**config.mk**
```make
export PLATFORM = sky130hd
export DESIGN_NAME = mem_arbiter
export DESIGN_NICKNAME = d
export VERILOG_FILES = /design/src/rtl/mem_arbiter.sv
export SDC_FILE = /design/constraint.sdc
export NUM_CORES = 1
export LEC_CHECK = 0
export ABC_AREA = 1
export CAP_MARGIN = 20
export CELL_PAD_IN_SITES_DETAIL_PLACEMENT = 1
export CELL_PAD_IN_SITES_GLOBAL_PLACEMENT = 1
export CORE_AREA = 8 8 175 177
export DETAILED_ROUTE_END_ITERATION = 16
export DIE_AREA = 0 0 183 185
export GPL_TIMING_DRIVEN = 0
export PLACE_DENSITY_LB_ADDON = 0.2
export SYNTH_ARGS = -nofsm -noshare
export SYNTH_HDL_FRONTEND = slang
export SYNTH_SLANG_ARGS = --single-unit
```
**constraint.sdc**
```tcl
create_clock -name clk -period 9.2 [get_ports clk]
set_clock_uncertainty 0.15 [all_clocks]
set_input_delay 1.84 -clock clk [delete_from_list [all_inputs] [get_ports clk]]
set_output_delay 1.84 -clock clk [all_outputs]
set_load 0.005 [all_outputs]
```
**src/rtl/mem_arbiter.sv**
```systemverilog
// Shares one valid/ready memory bus between the core's fetch port and data port.
// Data requests win over fetches; a watchdog forces completion of a stuck bus cycle.
module mem_arbiter #(
  parameter int unsigned  TIMEOUT  = 255,
  parameter logic [31:0]  ERR_DATA = 32'h0000_0000
) (
  input  logic        clk,
  input  logic        rst,
  input  logic [31:0] mem_i_addr,
  input  logic        mem_i_rstrb,
  output logic [31:0] mem_i_rdata,
  output logic        mem_i_rbusy,
  input  logic [31:0] mem_d_addr,
  input  logic [31:0] mem_d_wdata,
  input  logic [3:0]  mem_d_wmask,
  input  logic        mem_d_wstrb,
  input  logic        mem_d_rstrb,
  output logic [31:0] mem_d_rdata,
  output logic        mem_d_rbusy,
  output logic        mem_d_wbusy,
  output logic        bus_valid,
  output logic        bus_we,
  output logic [31:0] bus_addr,
  output logic [31:0] bus_wdata,
  output logic [3:0]  bus_wmask,
  input  logic        bus_ready,
  input  logic [31:0] bus_rdata,
  output logic        bus_timeout
);

  typedef enum logic [2:0] {
    IDLE     = 3'd0,
    I_BUS    = 3'd1,
    D_RD_BUS = 3'd2,
    D_WR_BUS = 3'd3,
    I_DONE   = 3'd4,
    D_DONE   = 3'd5
  } state_t;

  localparam logic [15:0] WDOG_LAST = 16'(TIMEOUT - 1);

  state_t      state_q;
  logic        d_pend_q;
  logic        d_we_q;
  logic [29:0] d_addr_q;
  logic [31:0] d_wdata_q;
  logic [3:0]  d_wmask_q;
  logic [15:0] wdog_q;
  logic        bus_valid_q;
  logic        bus_we_q;
  logic [31:0] bus_addr_q;
  logic [31:0] bus_wdata_q;
  logic [3:0]  bus_wmask_q;
  logic [31:0] i_rdata_q;
  logic [31:0] d_rdata_q;
  logic        timeout_q;

  logic d_strobe_s;
  logic wdog_expired_s;
  logic addr_lsb_unused;

  assign d_strobe_s      = mem_d_rstrb | mem_d_wstrb;
  assign wdog_expired_s  = (wdog_q == WDOG_LAST);
  assign addr_lsb_unused = ^{mem_i_addr[1:0], mem_d_addr[1:0]};

  assign mem_d_rbusy = d_pend_q & ~d_we_q & (state_q != D_DONE);
  assign mem_d_wbusy = d_pend_q &  d_we_q & (state_q != D_DONE);
  assign mem_i_rbusy = mem_i_rstrb & (state_q != I_DONE);

  assign bus_valid   = bus_valid_q;
  assign bus_we      = bus_we_q;
  assign bus_addr    = bus_addr_q;
  assign bus_wdata   = bus_wdata_q;
  assign bus_wmask   = bus_wmask_q;
  assign mem_i_rdata = i_rdata_q;
  assign mem_d_rdata = d_rdata_q;
  assign bus_timeout = timeout_q;

  // Single-entry data request holder; a read strobe takes precedence over a write strobe.
  always_ff @(posedge clk or posedge rst) begin
    if (rst) begin
      d_pend_q  <= 1'b0;
      d_we_q    <= 1'b0;
      d_addr_q  <= 30'd0;
      d_wdata_q <= 32'd0;
      d_wmask_q <= 4'd0;
    end else if (state_q == D_DONE) begin
      d_pend_q <= 1'b0;
    end else if (!d_pend_q && d_strobe_s) begin
      d_pend_q  <= 1'b1;
      d_we_q    <= ~mem_d_rstrb;
      d_addr_q  <= mem_d_addr[31:2];
      d_wdata_q <= mem_d_wdata;
      d_wmask_q <= mem_d_wmask;
    end
  end

  // Arbitration FSM with registered bus outputs, read capture and watchdog.
  always_ff @(posedge clk or posedge rst) begin
    if (rst) begin
      state_q     <= IDLE;
      wdog_q      <= 16'd0;
      bus_valid_q <= 1'b0;
      bus_we_q    <= 1'b0;
      bus_addr_q  <= 32'd0;
      bus_wdata_q <= 32'd0;
      bus_wmask_q <= 4'd0;
      i_rdata_q   <= 32'd0;
      d_rdata_q   <= 32'd0;
      timeout_q   <= 1'b0;
    end else begin
      case (state_q)
        IDLE: begin
          wdog_q <= 16'd0;
          if (d_pend_q) begin
            bus_valid_q <= 1'b1;
            bus_we_q    <= d_we_q;
            bus_addr_q  <= {d_addr_q, 2'b00};
            bus_wdata_q <= d_wdata_q;
            bus_wmask_q <= d_we_q ? d_wmask_q : 4'b0000;
            state_q     <= d_we_q ? D_WR_BUS : D_RD_BUS;
          end else if (!d_strobe_s && mem_i_rstrb) begin
            // A data strobe this cycle becomes pending next cycle, so the fetch waits.
            bus_valid_q <= 1'b1;
            bus_we_q    <= 1'b0;
            bus_addr_q  <= {mem_i_addr[31:2], 2'b00};
            bus_wdata_q <= 32'd0;
            bus_wmask_q <= 4'b0000;
            state_q     <= I_BUS;
          end else begin
            state_q <= IDLE;
          end
        end
        I_BUS, D_RD_BUS, D_WR_BUS: begin
          if (bus_ready || wdog_expired_s) begin
            bus_valid_q <= 1'b0;
            wdog_q      <= 16'd0;
            if (!bus_ready) begin
              timeout_q <= 1'b1;
            end
            if (state_q == I_BUS) begin
              i_rdata_q <= bus_ready ? bus_rdata : ERR_DATA;
            end
            if (state_q == D_RD_BUS) begin
              d_rdata_q <= bus_ready ? bus_rdata : ERR_DATA;
            end
            state_q <= (state_q == I_BUS) ? I_DONE : D_DONE;
          end else begin
            wdog_q <= wdog_q + 16'd1;
          end
        end
        I_DONE, D_DONE: begin
          wdog_q  <= 16'd0;
          state_q <= IDLE;
        end
        default: begin
          bus_valid_q <= 1'b0;
          wdog_q      <= 16'd0;
          state_q     <= IDLE;
        end
      endcase
    end
  end

endmodule

```
## Word level (Yosys, flattened, before mapping)

Cells that the tools add are included.
Widths: inputs -> output; s select.

| word-level totals | value |
|---|---|
| register bits after elaboration | 222 |
| bits of input ports | 138 |
| output and inout bits | 138 |

| cells by class | value |
|---|---|
| add/sub/neg operators | 1 |
| equal/unequal tests | 10 |
| multiplexer cells | 24 |
| bitwise operators | 11 |
| reduce and logical (&&, ||, !) cells | 16 |

Operators by type and width:

| cell | number |
|---|---|
| $mux 32 | 5 |
| $mux 16 | 2 |
| $add 16x1->16 const B | 1 |
| $eq 16x8->1 const B | 1 |
| $mux 4 | 3 |
| $reduce_and 3->1 | 4 |
| $mux 1 | 10 |
| $ne 3x3->1 const B | 3 |
| $eq 3x2->1 const B | 2 |
| $eq 3x3->1 const B | 2 |
| $pmux 3 s2 | 1 |
| $and 1x1->1 | 5 |
| $not 1->1 | 5 |
| $reduce_and 2->1 | 2 |
| $reduce_bool 2->1 | 2 |
| $eq 3x1->1 const B | 1 |
| $logic_not 3->1 | 1 |
| $mux 3 | 1 |
| $pmux 1 s3 | 1 |
| $reduce_or 3->1 | 1 |
| $logic_and 1x1->1 | 2 |
| $logic_not 1->1 | 2 |
| $mux 2 | 1 |
| $ne 2x2->1 const B | 1 |
| other kinds (3) | 3 |

## Depth between registers and ports, before layout

| depth | value |
|---|---|
| depth in word-level cells | 6 |
| gate-level depth with buffers | 10 |
| gate-level depth less buffers | 9 |

## Least setup slack after synthesis

OpenSTA, ideal clock, no wires.

| timing path | value |
|---|---|
| path type | input port to output port |
| from | input mem_i_rstrb |
| to | output mem_i_rbusy |
| arrival | 2.035 ns |
| data required time | 7.210 ns |
| setup slack | 5.175 ns |
| stages on the path | 1 |
| buffers on the path | 0 |
| cells stage by stage | a21boi_0 |

| between the ends | value |
|---|---|
| cells in the longest elaborated chain, start to end | 1 |

RTL lines:

| what | line | RTL |
|---|---|---|
| start, declared | 10 | `input logic mem_i_rstrb,` |
| $and 1x1->1 | 68 | `assign mem_i_rbusy = mem_i_rstrb & (state_q != I_DONE);` |
| end, declared | 12 | `output logic mem_i_rbusy,` |

No other way between the ends.

## Final worst setup path

Ends and elaborated chain as after synthesis.

==> results.toml <==
[power]
leakagePower_nw = 6.628
combinationalPowerShare = 0.393
power_density_nw_per_um2 = 314.4
switching_share = 0.3500
p_int_w = 0.002713
vdd_drop_max_mv = 0.1489
switchingPower_w = 0.001461
seqPwrFrac = 0.379
clkPwrFrac = 0.227
power.total_w = 0.004174

[floorplanning]
ioPinCount = 276
row_count = 62
die_w_um = 183
fp.coreArea_um2 = 28080
dieArea_um2 = 33860
start_util = 0.3300
die_h_um = 185

[clock_network]
post_cts_resized = 0
cts_root_buf = "clkbuf_16"
cts_buffer_depth = 3
htree_levels = 1
cts.sinks = 220
cts_tree = "built"
hold_buffers = 0
post-cts-setup-buffers = 0
clock_latency_ns = 0.51
cts_buffers = 25
clkTransAtPathRegs_ns = 0.06

[drt]
wl_met1_mm = 13.00
ant_nets = 0
wl_per_cell_um = 16.64
dr_wl_met2_mm = 14.04
drc = 0
drtIter0Drc = 379
highest_layer = "met5"
num_vias = 8295
drt-total-wl_mm = 30.35
firstDrtPassIters = 4
route.met3.wl_mm = 2.451
via_per_inst = 4.548

[cells_and_area]
layout.nets = 1561
seq_area_um2 = 5505
multi_input_area_um2 = 3233
syn_to_final_growth_pct = 43.29
layout-drive-gt1-share = 0.07307
fillers = 3400

[critical_path]
crit_type = "input pin to output pin"
cpMaxStageDelayCell = "clkdlybuf4s50_1"
worst_ep_arrival_time_ns = 3.16
worstPathRequired_ns = 7.21
cp-end-kind = "output pin"
crit_buf_inv = 2
critPathTopFamily = "buffers and inverters"
cp_common_cell = "clkdlybuf4s50_1"
startpoint_type = "input pin"
crit_fanout = 2
crit_path_cell_trace = "clkdlybuf4s50_1 -> a21boi_0 -> clkdlybuf4s50_1"
max_stage_delay_ns = 0.60

[grt]
first_global_vias = 9090
grt_usage = 0.1788
grt_pass1_wl_mm = 48.85
overflow = 0
grt_max_degree = 98
antenna_found_initial = 4

[synthesis]
syn_area_per_cell_um2 = 8.251
synth_edf_count = 0
synth_cell_types = 22
synthFlopType = "dfrtp_1"
ys_seq_area_frac = 0.5941
yosysWarnings = 0
synth-seq-cells = 220
synth_cells = 1123
syn_area_um2 = 9266
synthArstFlopShare = 1.000

[sta]
worstMarginPinSlew_ns = 0.7840
tns_ns = 0
max_freq_mhz = 194.1
final_hold_viol_count = 0
finalCriticalPeriod_ns = 5.151
finalSetupViolCount = 0
fin_crit_sh = 0.5599
worst_slack_ns = 4.049
rsz0062_at_grt = "no"
finalMaxSlewViolations = 0
max-slew-margin-rel = 0.4745

[hold_path]
hold_class = "flop to flop"

[placed_design]
io_buffers = 268
dp_slack_ns = 4.031
place_congestion = 0.7583
dpl.hpwl_mm = 22.64

[job]
maxCapViolCount = 0

[status]
status = "complete, no violations"
[layer usage]
layer,up-vias,global-route usage
li1,4045,-
met1,3970,0.2173
met2,221,0.2989
met3,53,0.05904
met4,6,0.05303
met5,-,0
[area by class of cell]
class	instances	share of cell area
plain buffers	59	0.01969
clock buffers	37	0.05579
inverters	72	0.02092
multi-input cells	773	0.2435
repair buffers	270	0.2062
well taps	384	0.03619
clock inverters	6	0.002544
diodes	3	0.0005654
flip-flops and latches	220	0.4146
[cells in the mapped netlist, types with 2 or more instances]
master      n  share of area
nor2_1     40          0.016
nor3_1      5         0.0027
inv_2       4         0.0016
nand3_1    72          0.039
xnor2_1     3         0.0028
a21oi_1     8         0.0043
or2_2      30          0.020
nand2_1   533           0.22
inv_1      67          0.027
o21ai_0    71          0.038
dfrtp_1   220           0.59
buf_2      26          0.014
ha_1        2         0.0027
buf_4       2         0.0016
clkbuf_1   31          0.013
o21bai_1    2         0.0016
nor3_2      2         0.0022
[tightest hold or removal path, cell delays in order (launching register included)]
cell,delay [ns]
dfrtp_1,0.33
nand2_1,0.05
nand2_1,0.04
[layout by cell type, fill, tap and decap left out, types with 3 or more instances in the layout]
master	count
nor2_1	40
inv_2	4
clkbuf_1	36
clkinv_2	5
nand3_1	72
o21ai_0	71
nor3_1	5
nand2_1	533
clkbuf_8	7
clkdlybuf4s50_1	268
a21oi_1	8
or2_2	30
clkbuf_16	25
xnor2_1	3
diode_2	3
inv_1	66
dfrtp_1	220
buf_2	26
[cell families (layout without fill, tap and decap cells)]
logic type / after synthesis / count (layout) / synth area share
fa+ha+maj: 2 / 2 / 0.002700
buf+inv: 131 / 444 / 0.05738
compound gates: 83 / 83 / 0.04577
xor+xnor: 3 / 3 / 0.002836
simple gates: 683 / 683 / 0.2968
flops: 220 / 220 / 0.5941
other cells: 1 / 5 / 0.0004047
[state kept, by name, summed over array words and instances, names as in the netlist, 3 cells and up]
signal / count
bus_addr: 30
wdog_q: 16
mem_d_rdata: 32
state_q: 3
bus_wmask: 4
d_addr_q: 30
d_wmask_q: 4
mem_i_rdata: 32
d_wdata_q: 32
bus_wdata: 32
[final timing paths]
kind	from	end	slack, ns	cells past startpoint
setup / recovery	mem_i_rstrb	mem_i_rbusy	4.05	3
hold / removal	d_addr_q[2]$_DFFE_PP0P_	d_addr_q[2]$_DFFE_PP0P_	0.31	2
setup reg to reg	d_pend_q$_DFFE_PP0P_	d_addr_q[15]$_DFFE_PP0P_	7.01	6
hold reg to reg	d_addr_q[2]$_DFFE_PP0P_	d_addr_q[2]$_DFFE_PP0P_	0.31	2
max in group asynchronous	rst	d_addr_q[13]$_DFFE_PP0P_	6.17	4
min in group asynchronous	rst	mem_i_rdata[20]$_DFFE_PP0P_	1.54	2
[per-stage QoR]
step           hold slack (ns)  area (µm²)  utilization  cells
2_1_floorplan           0.2845        9270            -   1124
3_3_place_gp            0.2975       12430       0.4427   1776
3_5_place_dp            0.3007       12500       0.4450   1778
4_1_cts                 0.3164       13270       0.4726   1821
5_1_grt                 0.3389       13270       0.4726   1822
6_report                0.3128       13280       0.4728   1824
[power groups by stage]
stage	Sequential (W)	Combinational, W	Clock [W]
2_1_floorplan	0.00158	0.000766	0
3_3_place_gp	0.00159	0.00164	0
3_5_place_dp	0.00160	0.00168	0
4_1_cts	0.00159	0.00169	0.000981
5_1_grt	0.00164	0.00186	0.00102
6_report	0.00158	0.00164	0.000950
No activity file was read; power rests on OpenSTA's default activity.
